`config.mk`:
```
export PLATFORM = sky130hd
export DESIGN_NAME = atm_pin_entry_flat
export DESIGN_NICKNAME = d
export VERILOG_FILES = /design/src/rtl/atm_pin_entry_if.sv /design/src/rtl/atm_pin_entry.sv /design/src/flat_wrapper.sv
export SDC_FILE = /design/constraint.sdc
export NUM_CORES = 1
export LEC_CHECK = 0
export CAP_MARGIN = 10
export CORE_MARGIN = 8
export CORE_UTILIZATION = 53
export DETAILED_ROUTE_END_ITERATION = 8
export PLACE_DENSITY_LB_ADDON = 0.08
export SYNTH_ARGS = -nofsm -noshare
export SYNTH_HDL_FRONTEND = slang
export SYNTH_SLANG_ARGS = --single-unit
```
`constraint.sdc`:
```
create_clock -name clk -period 2.09 [get_ports clk]
set_clock_uncertainty 0.05 [all_clocks]
set_input_delay 0.3135 -clock clk [delete_from_list [all_inputs] [get_ports clk]]
set_output_delay 0.3135 -clock clk [all_outputs]
set_load 0.005 [all_outputs]
```
`src/rtl/atm_pin_entry_if.sv`:
```
// Keypad/card inputs and verdict outputs between the PIN entry unit and the ATM controller.
// The controller side drives the keypad and card signals; the PIN unit drives the verdict and status.
interface atm_pin_entry_if #(
  parameter int PIN_DIGITS = 4
);
  logic                    card_inserted;
  logic                    key_valid;
  logic [3:0]              key_code;
  logic [4*PIN_DIGITS-1:0] stored_pin;
  logic                    pin_entered;
  logic                    pin_correct;
  logic [3:0]              digit_count;
  logic [1:0]              tries_left;
  logic                    card_retain;
  logic [2:0]              state;

  modport master (
    output card_inserted, key_valid, key_code, stored_pin,
    input  pin_entered, pin_correct, digit_count, tries_left, card_retain, state
  );

  modport slave (
    input  card_inserted, key_valid, key_code, stored_pin,
    output pin_entered, pin_correct, digit_count, tries_left, card_retain, state
  );
endinterface

```
`src/rtl/atm_pin_entry.sv`:
```
// PIN entry and verification: buffers keypad digits, compares them with the card PIN on Enter,
// and counts failed attempts, locking out and retaining the card after the last one.
module atm_pin_entry #(
  parameter int PIN_DIGITS     = 4,
  parameter int MAX_TRIES      = 3,
  parameter int TIMEOUT_CYCLES = 1000
) (
  input  logic           clk,
  input  logic           reset,
  atm_pin_entry_if.slave bus
);
  localparam int         W            = 4 * PIN_DIGITS;
  localparam logic [3:0] DIGITS       = 4'(PIN_DIGITS);
  localparam logic [1:0] TRIES_INIT   = 2'(MAX_TRIES);
  localparam logic [15:0] TIMEOUT_LAST = 16'(TIMEOUT_CYCLES - 1);

  localparam logic [2:0] IDLE     = 3'd0;
  localparam logic [2:0] COLLECT  = 3'd1;
  localparam logic [2:0] VERIFIED = 3'd2;
  localparam logic [2:0] LOCKED   = 3'd3;

  localparam logic [3:0] KEY_CLEAR = 4'hA;
  localparam logic [3:0] KEY_ENTER = 4'hB;

  logic [2:0]   state_reg,   state_next;
  logic [W-1:0] buffer_reg,  buffer_next;
  logic [3:0]   count_reg,   count_next;
  logic [1:0]   tries_reg,   tries_next;
  logic [15:0]  timer_reg,   timer_next;
  logic         entered_reg, entered_next;
  logic         correct_reg, correct_next;
  logic         retain_reg,  retain_next;

  logic [PIN_DIGITS-1:0] nibble_eq;
  logic                  pin_match;

  genvar gi;
  generate
    for (gi = 0; gi < PIN_DIGITS; gi++) begin : g_cmp
      assign nibble_eq[gi] = (buffer_reg[4*gi +: 4] == bus.stored_pin[4*gi +: 4]);
    end
  endgenerate
  assign pin_match = &nibble_eq;

  always_comb begin
    state_next   = state_reg;
    buffer_next  = buffer_reg;
    count_next   = count_reg;
    tries_next   = tries_reg;
    timer_next   = timer_reg;
    entered_next = 1'b0;
    correct_next = correct_reg;
    retain_next  = retain_reg;

    if (state_reg == IDLE) begin
      if (bus.card_inserted) begin
        state_next  = COLLECT;
        tries_next  = TRIES_INIT;
        buffer_next = '0;
        count_next  = '0;
        timer_next  = '0;
      end
    end else if (!bus.card_inserted) begin
      // Card removal wins over any key, Enter included, and is the only way out of LOCKED.
      state_next   = IDLE;
      buffer_next  = '0;
      count_next   = '0;
      tries_next   = '0;
      timer_next   = '0;
      correct_next = 1'b0;
      retain_next  = 1'b0;
    end else if (state_reg == COLLECT) begin
      if (bus.key_valid) begin
        timer_next = '0;
        if (bus.key_code <= 4'd9) begin
          if (count_reg < DIGITS) begin
            buffer_next = (buffer_reg << 4) | W'(bus.key_code);
            count_next  = count_reg + 4'd1;
          end
        end else if (bus.key_code == KEY_CLEAR) begin
          buffer_next = '0;
          count_next  = '0;
        end else if (bus.key_code == KEY_ENTER && count_reg == DIGITS) begin
          entered_next = 1'b1;
          correct_next = pin_match;
          buffer_next  = '0;
          count_next   = '0;
          if (pin_match) begin
            state_next = VERIFIED;
          end else if (tries_reg > 2'd1) begin
            tries_next = tries_reg - 2'd1;
          end else begin
            tries_next  = '0;
            retain_next = 1'b1;
            state_next  = LOCKED;
          end
        end
      end else if (timer_reg == TIMEOUT_LAST) begin
        // Idle too long: drop the partial entry without spending an attempt.
        timer_next  = '0;
        buffer_next = '0;
        count_next  = '0;
      end else begin
        timer_next = timer_reg + 16'd1;
      end
    end else if (state_reg != VERIFIED && state_reg != LOCKED) begin
      state_next = IDLE;
    end
  end

  always_ff @(posedge clk or negedge reset) begin
    if (!reset) begin
      state_reg   <= IDLE;
      buffer_reg  <= '0;
      count_reg   <= '0;
      tries_reg   <= '0;
      timer_reg   <= '0;
      entered_reg <= 1'b0;
      correct_reg <= 1'b0;
      retain_reg  <= 1'b0;
    end else begin
      state_reg   <= state_next;
      buffer_reg  <= buffer_next;
      count_reg   <= count_next;
      tries_reg   <= tries_next;
      timer_reg   <= timer_next;
      entered_reg <= entered_next;
      correct_reg <= correct_next;
      retain_reg  <= retain_next;
    end
  end

  assign bus.pin_entered = entered_reg;
  assign bus.pin_correct = correct_reg;
  assign bus.digit_count = count_reg;
  assign bus.tries_left  = tries_reg;
  assign bus.card_retain = retain_reg;
  assign bus.state       = state_reg;
endmodule

```
`src/flat_wrapper.sv`:
```
// flat-port wrapper written by rule: the top's interface ports become plain ports
module atm_pin_entry_flat 
#(
  parameter int PIN_DIGITS     = 4,
  parameter int MAX_TRIES      = 3,
  parameter int TIMEOUT_CYCLES = 1000
)
  (clk, reset, bus_card_inserted, bus_key_valid, bus_key_code, bus_stored_pin, bus_pin_entered, bus_pin_correct, bus_digit_count, bus_tries_left, bus_card_retain, bus_state);
  atm_pin_entry_if #(.PIN_DIGITS(PIN_DIGITS)) bus_i ();
  input  logic clk;
  input  logic reset;
  input wire logic [$bits(bus_i.card_inserted)-1:0] bus_card_inserted;
  input wire logic [$bits(bus_i.key_valid)-1:0] bus_key_valid;
  input wire logic [$bits(bus_i.key_code)-1:0] bus_key_code;
  input wire logic [$bits(bus_i.stored_pin)-1:0] bus_stored_pin;
  output wire logic [$bits(bus_i.pin_entered)-1:0] bus_pin_entered;
  output wire logic [$bits(bus_i.pin_correct)-1:0] bus_pin_correct;
  output wire logic [$bits(bus_i.digit_count)-1:0] bus_digit_count;
  output wire logic [$bits(bus_i.tries_left)-1:0] bus_tries_left;
  output wire logic [$bits(bus_i.card_retain)-1:0] bus_card_retain;
  output wire logic [$bits(bus_i.state)-1:0] bus_state;
  assign bus_i.card_inserted = bus_card_inserted;
  assign bus_i.key_valid = bus_key_valid;
  assign bus_i.key_code = bus_key_code;
  assign bus_i.stored_pin = bus_stored_pin;
  assign bus_pin_entered = bus_i.pin_entered;
  assign bus_pin_correct = bus_i.pin_correct;
  assign bus_digit_count = bus_i.digit_count;
  assign bus_tries_left = bus_i.tries_left;
  assign bus_card_retain = bus_i.card_retain;
  assign bus_state = bus_i.state;
  atm_pin_entry #(.PIN_DIGITS(PIN_DIGITS), .MAX_TRIES(MAX_TRIES), .TIMEOUT_CYCLES(TIMEOUT_CYCLES)) u_core (.clk(clk), .reset(reset), .bus(bus_i));
endmodule
```
==> results.yml <==
cells_and_area:
  final_common_cell: "dfrtp_1"
  design_area_mm2: 0.00291
  stdcell_count: 318
  area_growth_pct: 26.3
  mostFrequentLayoutCells: "dfrtp_1, clkdlybuf4s50_1, xnor2_1"
  diodes: 0
  fin_nets: 293
  drive_gt1_share_pct: 16.5
timing:
  timing.final.ws_setup_ps: 233
  finalSetupViolCount: 0
  slew_violations: 0
  fin_setup_tns_ps: 0
  period_share_pct: 88.8
  maxSlewHeadroom_pct: 64.0
  tightest_slew_ps: 540
  rsz0062_at_grt: "false"
  hold_viol: 0
  fmax_ghz: 0.539
  period_minus_slack_ps: 1860
worst_setup_path:
  reg2regPathDepth: 7
  end_kind: "flip-flop"
  reg2reg_slack_ps: 230
  cp_slowest_cell: "dfrtp_1"
  crit-reg2reg-capture: "u_core.buffer_reg[8]"
  worstSetupStartpointType: "flip-flop"
  cp_data_required_time_ps: 2270
  crit_type: "reg2reg"
  path_cells: "inv_1 > ha_1 > and3b_1 > a211oi_1 > nand2_1 > nand2_4 > a22o_1"
  crit_arrival_ps: 2040
  crit_fanout: 17
  cpPeakStageDelay_ps: 440
  r2r_start: "u_core.bus.digit_count[0]"
min_path:
  hp-class: "in2async"
detailed_routing:
  antenna_left: 0
  drt-total-wl_mm: 4.90
  drtIter0Drc: 88
  post_drt_wl_per_cell_um: 15.4
  drc: 0
  first_pass_iters: 4
  viasPerCell: 5.69
  dr_total_vias: 1809
clock_network:
  clk_pin_slew_ps: 70
  clock-sinks: 43
  htreeDepth: 2
  cts_tree: "done"
  cts_buffer_depth: 2
  ctsHoldBuffers: 0
  clock_insertion_delay_worst_skew_ps: 290
  ctsResizeCount: 0
  post_cts.repair.setup_buffers: 0
  cts_buffers: 5
  cts_root_buffer: "clkbuf_8"
synthesis:
  synth_ff_type: "dfrtp_1"
  ys_seq_area_share_pct: 46.7
  synth_area_per_cell_um2: 10.8
  netlist_area_mm2: 0.00230
  synth.area.top_cells: "dfrtp_1, xnor2_1, a22o_1, nand2_1, nor2_1"
  yosys_register_bits: 43
  yosysTopAreaCell: "dfrtp_1"
  yosysWarnings: 0
  async_flop_share_pct: 100
  synth_fp_nets: 240
  synthCells: 213
  synth_cell_types: 56
  yosysTopAreaCellShare_pct: 46.7
  synth_enable_flop_cells: 0
die:
  start_util_pct: 54.0
  io_pins: 36
  die_y_um: 81.9
  rows: 24
  coreArea_mm2: 0.00426
  die_w_um: 81.9
  die_area_mm2: 0.00671
power_and_ir_drop:
  p_per_area_mw_per_mm2: 566
  power.total_mw: 1.65
  peakVddDrop_v: 0.000514
  leakagePower_nw: 1.21
run_status:
  status: "completed"
run:
  maxCapViolations: 0
placement:
  dp_cells: 311
  pre_cts_slack_ps: -17.0
  hpwl_mm: 3.66
  gp_congestion: 0.805
  portBuffers: 34
  place_area_mm2: 0.00282
global_routing:
  grt_max_degree: 44
  grt_pass1_wl_mm: 8.47
  grt_pass1_vias: 1812
  track_usage_pct: 16.1
  antenna_found_initial: 0
  grt_overflow: 0
## cells in the mapped netlist, types with 2 or more instances
master and n:
a31oi_1 2, nor3_1 3, nor3b_1 2, a22o_1 16, nor4_2 3, inv_1 7
and3_1 5, nand4_1 7, dfrtp_1 43, nand2_1 19, o31ai_1 2, buf_4 3
nand3_1 9, o21ai_0 7, a32o_1 3, xnor2_1 23, a21oi_1 2, and3b_1 2
ha_1 3, o211ai_1 2, nor2_1 13, and2_1 3
## per-layer routing
layer  up-vias  wire length, um  track usage, %
met5         -                0               0
met1       873             2210            20.5
li1        886                -               -
met2        44             2420            25.9
met4         0               46            4.39
met3         6              221            4.60
## cell type report
| class | count | area, um^2 |
|---|---|---|
| Fill cell | 349 | 1350 |
| Multi-Input combinational cell | 157 | 1160 |
| Sequential cell | 43 | 1080 |
| Timing Repair Buffer | 52 | 495 |
| Clock buffer | 6 | 82.6 |
| Tap cell | 52 | 65.1 |
| Inverter | 7 | 26.3 |
| Clock inverter | 1 | 5.00 |
## worst max-delay path by stage
stage | start | to | slack [ps] | cells after the start
3_3_place_gp | bus_key_valid | u_core.buffer_reg[3] | -10 | 6
2_1_floorplan | u_core.bus.state[0] | u_core.timer_reg[10] | 390 | 6
6_report | u_core.bus.digit_count[0] | u_core.buffer_reg[8] | 230 | 7
4_1_cts | u_core.bus.digit_count[0] | u_core.buffer_reg[10] | 220 | 7
5_1_grt | u_core.bus.digit_count[0] | u_core.bus.card_retain | 40 | 7
3_5_place_dp | bus_key_code[1] | u_core.buffer_reg[1] | -20 | 6
## logic make-up after synthesis
group	share of synthesized area [%]
AO/OA/AOI/OAI	16.4
XOR/XNOR	9.12
adder cells (fa/ha/maj)	2.06
buffers and inverters	2.99
flip-flops	46.7
other	0.163
AND/OR/NAND/NOR	22.6
## stage by stage
step / hold WS, ps / util (%)
final: 36.7 / 68.3
after global routing: 87.8 / 68.3
after CTS: 49.0 / 68.3
after detailed placement: 368 / 66.2
after global placement: 368 / 66.2
after floorplan: -32.1 / -
## worst max-delay path: cells and delay by family, from the launching register on
| family | cells | cell delay [ps] |
|---|---|---|
| buf+inv | 1 | 60 |
| fa+ha+maj | 1 | 190 |
| simple gates | 3 | 610 |
| flops | 1 | 440 |
| compound gates | 2 | 440 |
## power breakdown
part | internal [mW] | total (mW) | switching [mW]
Sequential | 0.852 | 0.881 | 0.0290
Combinational | 0.136 | 0.242 | 0.106
Clock | 0.259 | 0.523 | 0.264
Total | 1.25 | 1.65 | 0.399
Note: power is estimated with default switching activity, not from simulation.
